### config.mk
export PLATFORM = sky130hd
export DESIGN_NAME = serial_subtractor
export DESIGN_NICKNAME = d
export VERILOG_FILES = /design/src/rtl/serial_subtractor_pkg.sv /design/src/rtl/serial_subtractor_subtrator.sv /design/src/rtl/serial_subtractor.sv
export SDC_FILE = /design/constraint.sdc
export NUM_CORES = 1
export LEC_CHECK = 0
export ABC_AREA = 1
export BUFFER_PORTS_ARGS = -buffer_cell sky130_fd_sc_hd__buf_4
export CAP_MARGIN = 15
export CORE_ASPECT_RATIO = 1.2
export CORE_UTILIZATION = 38
export DETAILED_ROUTE_END_ITERATION = 10
export RECOVER_POWER = 100
export SLEW_MARGIN = 10
export SYNTH_ARGS = -nofsm -noshare
export SYNTH_HDL_FRONTEND = slang
export SYNTH_SLANG_ARGS = --single-unit
### constraint.sdc
create_clock -name clk -period 3.8 [get_ports clk]
set_input_delay 0.57 -clock clk [delete_from_list [all_inputs] [get_ports clk]]
set_output_delay 0.57 -clock clk [all_outputs]
set_load 0.02 [all_outputs]
### src/rtl/serial_subtractor_pkg.sv
`default_nettype none
// ============================================================================
// Module   : serial_subtractor_pkg
// Purpose  : Shared state encoding and default width for the serial subtractor.
// Revision : 1.0 - initial release
// ============================================================================
package serial_subtractor_pkg;

  localparam int DEFAULT_WIDTH = 4;

  typedef enum logic [1:0] {
    IDLE  = 2'd0,
    SHIFT = 2'd1,
    DONE  = 2'd2
  } state_t;

endpackage
`default_nettype wire

### src/rtl/serial_subtractor_subtrator.sv
`default_nettype none
// ============================================================================
// Module   : subtrator
// Purpose  : Combinational full-subtractor cell, borrow twin of the adder cell.
// Revision : 1.0 - initial release
// ============================================================================
module subtrator (
  input  logic A,
  input  logic B,
  input  logic Bin,
  output logic Diff,
  output logic Bout
);

  assign Diff = A ^ B ^ Bin;
  assign Bout = (~A & B) | (~(A ^ B) & Bin);

endmodule
`default_nettype wire

### src/rtl/serial_subtractor.sv
`default_nettype none
// ============================================================================
// Module   : serial_subtractor
// Purpose  : Bit-serial A - B - Bin over WIDTH cycles using one subtractor cell.
// Revision : 1.0 - initial release
// ============================================================================
module serial_subtractor
  import serial_subtractor_pkg::*;
#(
  parameter int WIDTH = DEFAULT_WIDTH
) (
  input  logic             clk,
  input  logic             rst,
  input  logic             start,
  input  logic [WIDTH-1:0] A,
  input  logic [WIDTH-1:0] B,
  input  logic             Bin,
  output logic             busy,
  output logic             done,
  output logic [WIDTH-1:0] Diff,
  output logic             Bout
);

  localparam int CW = $clog2(WIDTH) + 1;

  state_t           state_q, state_d;
  logic [WIDTH-1:0] a_sr_q, a_sr_d;
  logic [WIDTH-1:0] b_sr_q, b_sr_d;
  logic [WIDTH-1:0] diff_q, diff_d;
  logic [CW-1:0]    cnt_q, cnt_d;
  logic             br_q, br_d;
  logic             bout_q, bout_d;
  logic             busy_q, done_q;
  logic             w_cell_diff, w_cell_bout;

  subtrator u_cell (
    .A    (a_sr_q[0]),
    .B    (b_sr_q[0]),
    .Bin  (br_q),
    .Diff (w_cell_diff),
    .Bout (w_cell_bout)
  );

  always_comb begin
    state_d = state_q;
    a_sr_d  = a_sr_q;
    b_sr_d  = b_sr_q;
    diff_d  = diff_q;
    cnt_d   = cnt_q;
    br_d    = br_q;
    bout_d  = bout_q;
    case (state_q)
      IDLE: begin
        if (start) begin
          a_sr_d  = A;
          b_sr_d  = B;
          br_d    = Bin;
          cnt_d   = '0;
          state_d = SHIFT;
        end
      end
      SHIFT: begin
        // LSB-first: each difference bit enters at the MSB and walks down
        diff_d = {w_cell_diff, diff_q[WIDTH-1:1]};
        a_sr_d = {1'b0, a_sr_q[WIDTH-1:1]};
        b_sr_d = {1'b0, b_sr_q[WIDTH-1:1]};
        br_d   = w_cell_bout;
        cnt_d  = cnt_q + CW'(1);
        if (cnt_q == CW'(WIDTH - 1)) begin
          bout_d  = w_cell_bout;
          state_d = DONE;
        end
      end
      DONE:    state_d = IDLE;
      default: state_d = IDLE;
    endcase
  end

  always_ff @(posedge clk or posedge rst) begin
    if (rst) begin
      state_q <= IDLE;
      a_sr_q  <= '0;
      b_sr_q  <= '0;
      diff_q  <= '0;
      cnt_q   <= '0;
      br_q    <= 1'b0;
      bout_q  <= 1'b0;
      busy_q  <= 1'b0;
      done_q  <= 1'b0;
    end else begin
      state_q <= state_d;
      a_sr_q  <= a_sr_d;
      b_sr_q  <= b_sr_d;
      diff_q  <= diff_d;
      cnt_q   <= cnt_d;
      br_q    <= br_d;
      bout_q  <= bout_d;
      busy_q  <= (state_d == SHIFT);
      done_q  <= (state_d == DONE);
    end
  end

  assign busy = busy_q;
  assign done = done_q;
  assign Diff = diff_q;
  assign Bout = bout_q;

endmodule
`default_nettype wire

== Word-level counts from Yosys, hierarchy flattened ==
Index checks and enable logic that the tools add are counted.

* Bits in latches: 0
* Word-level logic and storage cells: 37
* Bits in read-only memories: 0
* Input bits: 12
* Memory bits (writable): 0
* Bits in registers: 21
* Memories: 0

* Muxes and demuxes: 11
* Order comparisons: 0
* $add $sub $neg: 1
* Divide/modulo/power cells: 0
* Multipliers: 0
* Bitwise operators: 7
* Reduce and logical (&&, ||, !) cells: 4
* Eq/ne operators: 5
* Shifts and indexed selects: 0

{| class="wikitable"
|+ Operators by type and width
! operator !! count
|-
| $pmux W4 S2 || 2
|-
| $mux W4 || 2
|-
| $pmux W3 S2 || 1
|-
| $eq A2 B1 Y1 const B || 2
|-
| $mux W2 || 2
|-
| $pmux W2 S2 || 1
|-
| $reduce_and A2 Y1 || 2
|-
| $add A3 B1 Y3 const B || 1
|-
| $eq A3 B2 Y1 const B || 1
|-
| $mux W3 || 1
|-
| $and A1 B1 Y1 || 2
|-
| $eq A2 B2 Y1 const B || 1
|-
| $logic_not A2 Y1 || 1
|-
| $ne A2 B2 Y1 const B || 1
|-
| $not A1 Y1 || 2
|-
| $pmux W1 S2 || 1
|-
| $reduce_bool A2 Y1 || 1
|-
| $xor A1 B1 Y1 || 2
|-
| $mux W1 || 1
|-
| $or A1 B1 Y1 || 1
|}

== Longest topological paths before layout ==
* Word-level depth: 5
* Mapped depth: 6

== Modules after synthesis ==
A second synthesis with hierarchy kept.

* Cells, all modules: 117
* Area, all modules: 979.7 um^2

{| class="wikitable"
|+ By module, submodules not included
! module !! seq. area each (um^2) !! area an instance (um^2) !! times used !! cells each
|-
| serial_subtractor || 525.5 || 948.4 || 1 || 113
|-
| subtrator || 0.0 || 31.3 || 1 || 4
|}

== Worst setup path before layout ==
OpenSTA, ideal clock, no wires.

* Path kind: reg2reg
* Start: register cnt_q[0]
* End: register cnt_q[2]
* Data required time: 3.726 ns
* Arrival time: 1.199 ns
* Stages on the path, launching flop included: 5
* Period minus slack after synthesis: 1.273 ns
* Path slack: 2.527 ns
* Cell sequence: dfrtp_1 > ha_1 > ha_1 > or2_2 > o21ai_2

* Longest elaborated chain between the ends: 2

{| class="wikitable"
|+ Ends and longest elaborated chain
! element !! line !! source
|-
| start, declared || serial_subtractor.sv:30 || <nowiki>logic [CW-1:0] cnt_q, cnt_d;</nowiki>
|-
| start signal, assigned || serial_subtractor.sv:95 || <nowiki>cnt_q <= cnt_d;</nowiki>
|-
| $add A3 B1 Y3 || serial_subtractor.sv:68 || <nowiki>cnt_d = cnt_q + CW'(1);</nowiki>
|-
| $pmux W3 S2 || serial_subtractor.sv:52 || <nowiki>case (state_q)</nowiki>
|}

Every way passes these cells.
A chain may end at the register's enable or synchronous reset.

== Worst setup path in the final report ==
* Start: register state_q[0]
* End: register cnt_q[1]

* Longest elaborated chain between the ends: 3
* Elaborated cells on any way between the ends: 6

{| class="wikitable"
|+ Ends and longest elaborated chain
! element !! line !! source
|-
| start, declared || serial_subtractor.sv:26 || <nowiki>state_t state_q, state_d;</nowiki>
|-
| start signal, assigned || serial_subtractor.sv:91 || <nowiki>state_q <= state_d;</nowiki>
|-
| $eq A2 B1 Y1 / $logic_not A2 Y1 (equally long branches) || serial_subtractor.sv:52 ||
|-
| $reduce_bool A2 Y1 (no source line) / $ne A2 B2 Y1 (equally long branches) || - ||
|-
| $reduce_and A2 Y1 (no source line) || - ||
|}

Parallel ways exist; a longest one is shown, timed or not.

==> impl_results.html <==
<table>
<tr><th>Metric</th><th>Value</th></tr>
<tr><th colspan="2">Yosys</th></tr>
<tr><td>Post-synthesis cell type with the largest combined area</td><td>sky130_fd_sc_hd__dfrtp_1</td></tr>
<tr><td>Mean instance size in the synthesized netlist</td><td>9.01 sq um</td></tr>
<tr><td>Sequential-to-total area share from yosys stat</td><td>0.503</td></tr>
<tr><td>Distinct cell type count of the synthesized netlist</td><td>21</td></tr>
<tr><td>Cells taking the most area after synthesis</td><td>sky130_fd_sc_hd__dfrtp_1, sky130_fd_sc_hd__nand2_1, sky130_fd_sc_hd__inv_1</td></tr>
<tr><td>Proportion of synthesized flip-flops having asynchronous set or reset</td><td>1.00</td></tr>
<tr><td>Flip-flop and latch count after synthesis</td><td>21</td></tr>
<tr><td>Dominant register cell in the synthesized netlist</td><td>sky130_fd_sc_hd__dfrtp_1</td></tr>
<tr><td>Syn. warnings</td><td>0</td></tr>
<tr><td>Number of enable flip-flop cells after synthesis</td><td>0</td></tr>
<tr><td>Synthesized netlist cell count</td><td>116</td></tr>
<tr><td>Post-synthesis net count</td><td>131</td></tr>
<tr><td>Synthesized cell area</td><td>1040 sq um</td></tr>
<tr><td>Portion of synthesized cell area occupied by the leading cell type</td><td>0.503</td></tr>
<tr><th colspan="2">Timing</th></tr>
<tr><td>Minimum period implied by the final worst setup slack</td><td>2.13 ns</td></tr>
<tr><td>Slew margin rel.</td><td>0.461</td></tr>
<tr><td>Maximum achievable frequency</td><td>0.470 GHz</td></tr>
<tr><td>Transition at the pin with the smallest max-transition slack</td><td>0.807 ns</td></tr>
<tr><td>Total count of hold-check failures in the final report</td><td>0</td></tr>
<tr><td>RSZ-0062 raised after global routing</td><td>false</td></tr>
<tr><td>Final TNS setup</td><td>0 ns</td></tr>
<tr><td>Setup Viol. Count Final</td><td>0</td></tr>
<tr><td>Portion of the clock cycle consumed by the worst path in the final layout</td><td>0.560</td></tr>
<tr><td>Count of pins over their slew limit</td><td>0</td></tr>
<tr><td>Setup WS post-layout</td><td>1.67 ns</td></tr>
<tr><td>Maximum clock skew at final layout</td><td>0.00756 ns</td></tr>
<tr><th colspan="2">Critical path</th></tr>
<tr><td>Class of the most critical setup path</td><td>reg -&gt; reg</td></tr>
<tr><td>CP max stage delay</td><td>0.60 ns</td></tr>
<tr><td>Data arrival time at the worst-slack endpoint</td><td>2.33 ns</td></tr>
<tr><td>Critical-path cell with the highest stage delay</td><td>sky130_fd_sc_hd__nand2_1</td></tr>
<tr><td>Most repeated library cell on the critical path</td><td>sky130_fd_sc_hd__nand2_1</td></tr>
<tr><td>CP Cell Sequence</td><td>nand2_1, nand2_1, inv_1, nand2_1, nand2_1</td></tr>
<tr><td>Top fanout value on the critical path</td><td>19</td></tr>
<tr><td>Worst reg-to-reg path cell count</td><td>5</td></tr>
<tr><td>Endpoint kind of the worst setup timing path</td><td>flop</td></tr>
<tr><td>Critical path data required time</td><td>4.00 ns</td></tr>
<tr><td>Kind of start point of the critical path</td><td>flop</td></tr>
<tr><th colspan="2">Drt</th></tr>
<tr><td>First-iteration detailed-routing DRC count</td><td>14</td></tr>
<tr><td>Drt wl/cell</td><td>11.6 microns</td></tr>
<tr><td>Via total after detailed routing</td><td>779</td></tr>
<tr><td>DRC Markers</td><td>0</td></tr>
<tr><td>Via density per instance</td><td>4.64</td></tr>
<tr><td>Number of routed nets with antenna violations</td><td>0</td></tr>
<tr><td>Count of TritonRoute iterations in the first routing pass</td><td>4</td></tr>
<tr><td>Post-detailed-routing wire length</td><td>1950 microns</td></tr>
<tr><th colspan="2">Final layout</th></tr>
<tr><td>Nets</td><td>151</td></tr>
<tr><td>End-of-flow core utilization</td><td>0.454</td></tr>
<tr><td>ANT cells</td><td>0</td></tr>
<tr><td>Top library cells by usage in the layout, fill and taps aside</td><td>sky130_fd_sc_hd__nand2_1, sky130_fd_sc_hd__dfrtp_1, sky130_fd_sc_hd__inv_1</td></tr>
<tr><td>Fraction of final layout cells with drive strength greater than 1</td><td>0.193</td></tr>
<tr><td>Leading cell type in the layout, fill and taps excluded</td><td>sky130_fd_sc_hd__nand2_1</td></tr>
<tr><td>Area growth from synthesis to layout</td><td>12.1%</td></tr>
<tr><td>Post-route cell area</td><td>1170 sq um</td></tr>
<tr><th colspan="2">Placement</th></tr>
<tr><td>Pre-CTS setup slack</td><td>2.43 ns</td></tr>
<tr><td>Weighted congestion at the end of routability-driven global placement</td><td>0.786</td></tr>
<tr><td>Post-placement cell area</td><td>1190 sq um</td></tr>
<tr><td>I/O Buffers</td><td>18</td></tr>
<tr><td>HPWL after DPL</td><td>1420 microns</td></tr>
<tr><th colspan="2">Clock network</th></tr>
<tr><td>Later-pin clock latency in the skew report</td><td>0.30 ns</td></tr>
<tr><td>Clock-pin slew of the registers on the worst-case setup and hold paths</td><td>0.12 ns</td></tr>
<tr><td>CTS Root Buffer Type</td><td>sky130_fd_sc_hd__clkbuf_4</td></tr>
<tr><td>Total of hold buffers inserted after clock tree synthesis</td><td>0</td></tr>
<tr><td>Clock tree from TritonCTS</td><td>built</td></tr>
<tr><td>H-tree levels</td><td>1</td></tr>
<tr><td>Number of clock sinks</td><td>21</td></tr>
<tr><td>CTS buffer count</td><td>3</td></tr>
<tr><td>Longest Clk Path Bufs</td><td>2</td></tr>
<tr><td>Post-cts resize count</td><td>0</td></tr>
<tr><td>Buffers inserted by post-CTS timing repair</td><td>0</td></tr>
<tr><th colspan="2">Power and ir drop</th></tr>
<tr><td>Power share of the clock group</td><td>0.111</td></tr>
<tr><td>Combinational Power Share</td><td>0.472</td></tr>
<tr><td>Total power</td><td>0.000966 W</td></tr>
<tr><td>Register share of total power</td><td>0.416</td></tr>
<tr><td>Switching share of power</td><td>0.453</td></tr>
<tr><td>Static leakage power</td><td>0.636 nW</td></tr>
<tr><td>Reported net switching power</td><td>0.000437 W</td></tr>
<tr><td>Internal</td><td>0.000529 W</td></tr>
<tr><td>Power Density</td><td>825 nW/um^2</td></tr>
<tr><td>Worst vdd ir</td><td>0.366 mV</td></tr>
<tr><th colspan="2">Floorplan</th></tr>
<tr><td>Area of the die</td><td>2960 sq um</td></tr>
<tr><td>Area inside the core boundary</td><td>2580 sq um</td></tr>
<tr><td>Number of top-level pins</td><td>19</td></tr>
<tr><td>Chip width</td><td>49.9 microns</td></tr>
<tr><td>Number of rows in the core area</td><td>20</td></tr>
<tr><td>Initial cell density of the core</td><td>0.405</td></tr>
<tr><td>Die outline height</td><td>59.4 microns</td></tr>
<tr><th colspan="2">Global routing</th></tr>
<tr><td>Remaining Overflow, GRT</td><td>0</td></tr>
<tr><td>Number of global-route vias before repair</td><td>744</td></tr>
<tr><td>Total routing resource utilization after global routing</td><td>0.152</td></tr>
<tr><td>Pin count of the biggest net entering global routing</td><td>22</td></tr>
<tr><td>Number of antenna violations at the first check in global routing</td><td>0</td></tr>
<tr><td>Global-route wire length before repair</td><td>3220 microns</td></tr>
<tr><th colspan="2">Run status</th></tr>
<tr><td>Status</td><td>finished, final reports clean</td></tr>
<tr><th colspan="2">Min path</th></tr>
<tr><td>Worst hold path type</td><td>in -&gt; async</td></tr>
<tr><th colspan="2">Job</th></tr>
<tr><td>Max-cap violations</td><td>0</td></tr>
</table>
[worst max-delay path: cells and delay by family, from the launching register on]
family / cells / cell delay, ns
and+or+nand+nor: 4 / 1.21
DFF: 1 / 0.56
buffers and inverters: 1 / 0.27
[synth_stat cells (2+ instances only)]
cell type	n
sky130_fd_sc_hd__nand2_4	2
sky130_fd_sc_hd__nand2_1	34
sky130_fd_sc_hd__nand3_1	7
sky130_fd_sc_hd__o21ai_1	3
sky130_fd_sc_hd__o21ai_0	2
sky130_fd_sc_hd__nand3_2	7
sky130_fd_sc_hd__inv_1	20
sky130_fd_sc_hd__o22ai_1	2
sky130_fd_sc_hd__nor2_1	5
sky130_fd_sc_hd__o21ai_2	2
sky130_fd_sc_hd__dfrtp_1	21
sky130_fd_sc_hd__ha_1	2
[registers in the layout, indices dropped and copies added (netlist names)]
name / count
b_sr_q: 4
a_sr_q: 4
Diff: 4
busy: 1
br_q: 1
done: 1
Bout: 1
cnt_q: 3
state_q: 2
[per-stage QoR]
stage	hold slack (ns)	cells
2_1_floorplan	0.446	116
3_3_place_gp	0.464	164
3_5_place_dp	0.471	164
4_1_cts	0.432	168
5_1_grt	0.466	168
6_report	0.415	168
[power groups by stage]
stage,clock network [W],registers [W],logic (W)
3_5_place_dp,0,0.000409,0.000511
5_1_grt,0.000119,0.000418,0.000517
3_3_place_gp,0,0.000406,0.000497
4_1_cts,0.000111,0.000406,0.000512
6_report,0.000107,0.000402,0.000456
2_1_floorplan,0,0.000423,0.000375
[routing by layer]
layer | GRT usage | vias to the layer above | share of wire
li1 | - | 392 | -
met1 | 0.175 | 364 | 0.45
met2 | 0.274 | 19 | 0.49
met3 | 0.0231 | 4 | 0.039
met4 | 0.0735 | 0 | 0.020
met5 | 0 | - | 0
[path summary, 6_finish.rpt]
| path | from | to | slack [ns] |
|---|---|---|---|
| max | state_q[0] | cnt_q[1] | 1.67 |
| min | rst | cnt_q[0] | 0.41 |
| max reg2reg | state_q[0] | cnt_q[1] | 1.67 |
| min reg2reg | Diff[0] | Diff[0] | 0.49 |
| max in group asynchronous | rst | cnt_q[1] | 2.88 |
| min in group clk | B[3] | b_sr_q[3] | 0.47 |
[final cells by class]
| type | instances | area, sq um |
|---|---|---|
| Multi-Input combinational cell | 70 | 384 |
| Inverter | 22 | 85.1 |
| Timing Repair Buffer | 18 | 109 |
| Tap cell | 33 | 41.3 |
| Clock buffer | 4 | 26.3 |
| Sequential cell | 21 | 526 |
| Fill cell | 284 | 1410 |
[cell families (layout without fill, tap and decap cells)]
family,count (synthesis),in the layout,synth area share
AOI/OAI and AO/OA,10,10,0.0683
adders and majority gates,3,3,0.0431
buffers and inverters,25,44,0.111
DFF,21,21,0.503
and+or+nand+nor,57,57,0.274
No activity file was read; power rests on OpenSTA's default activity.
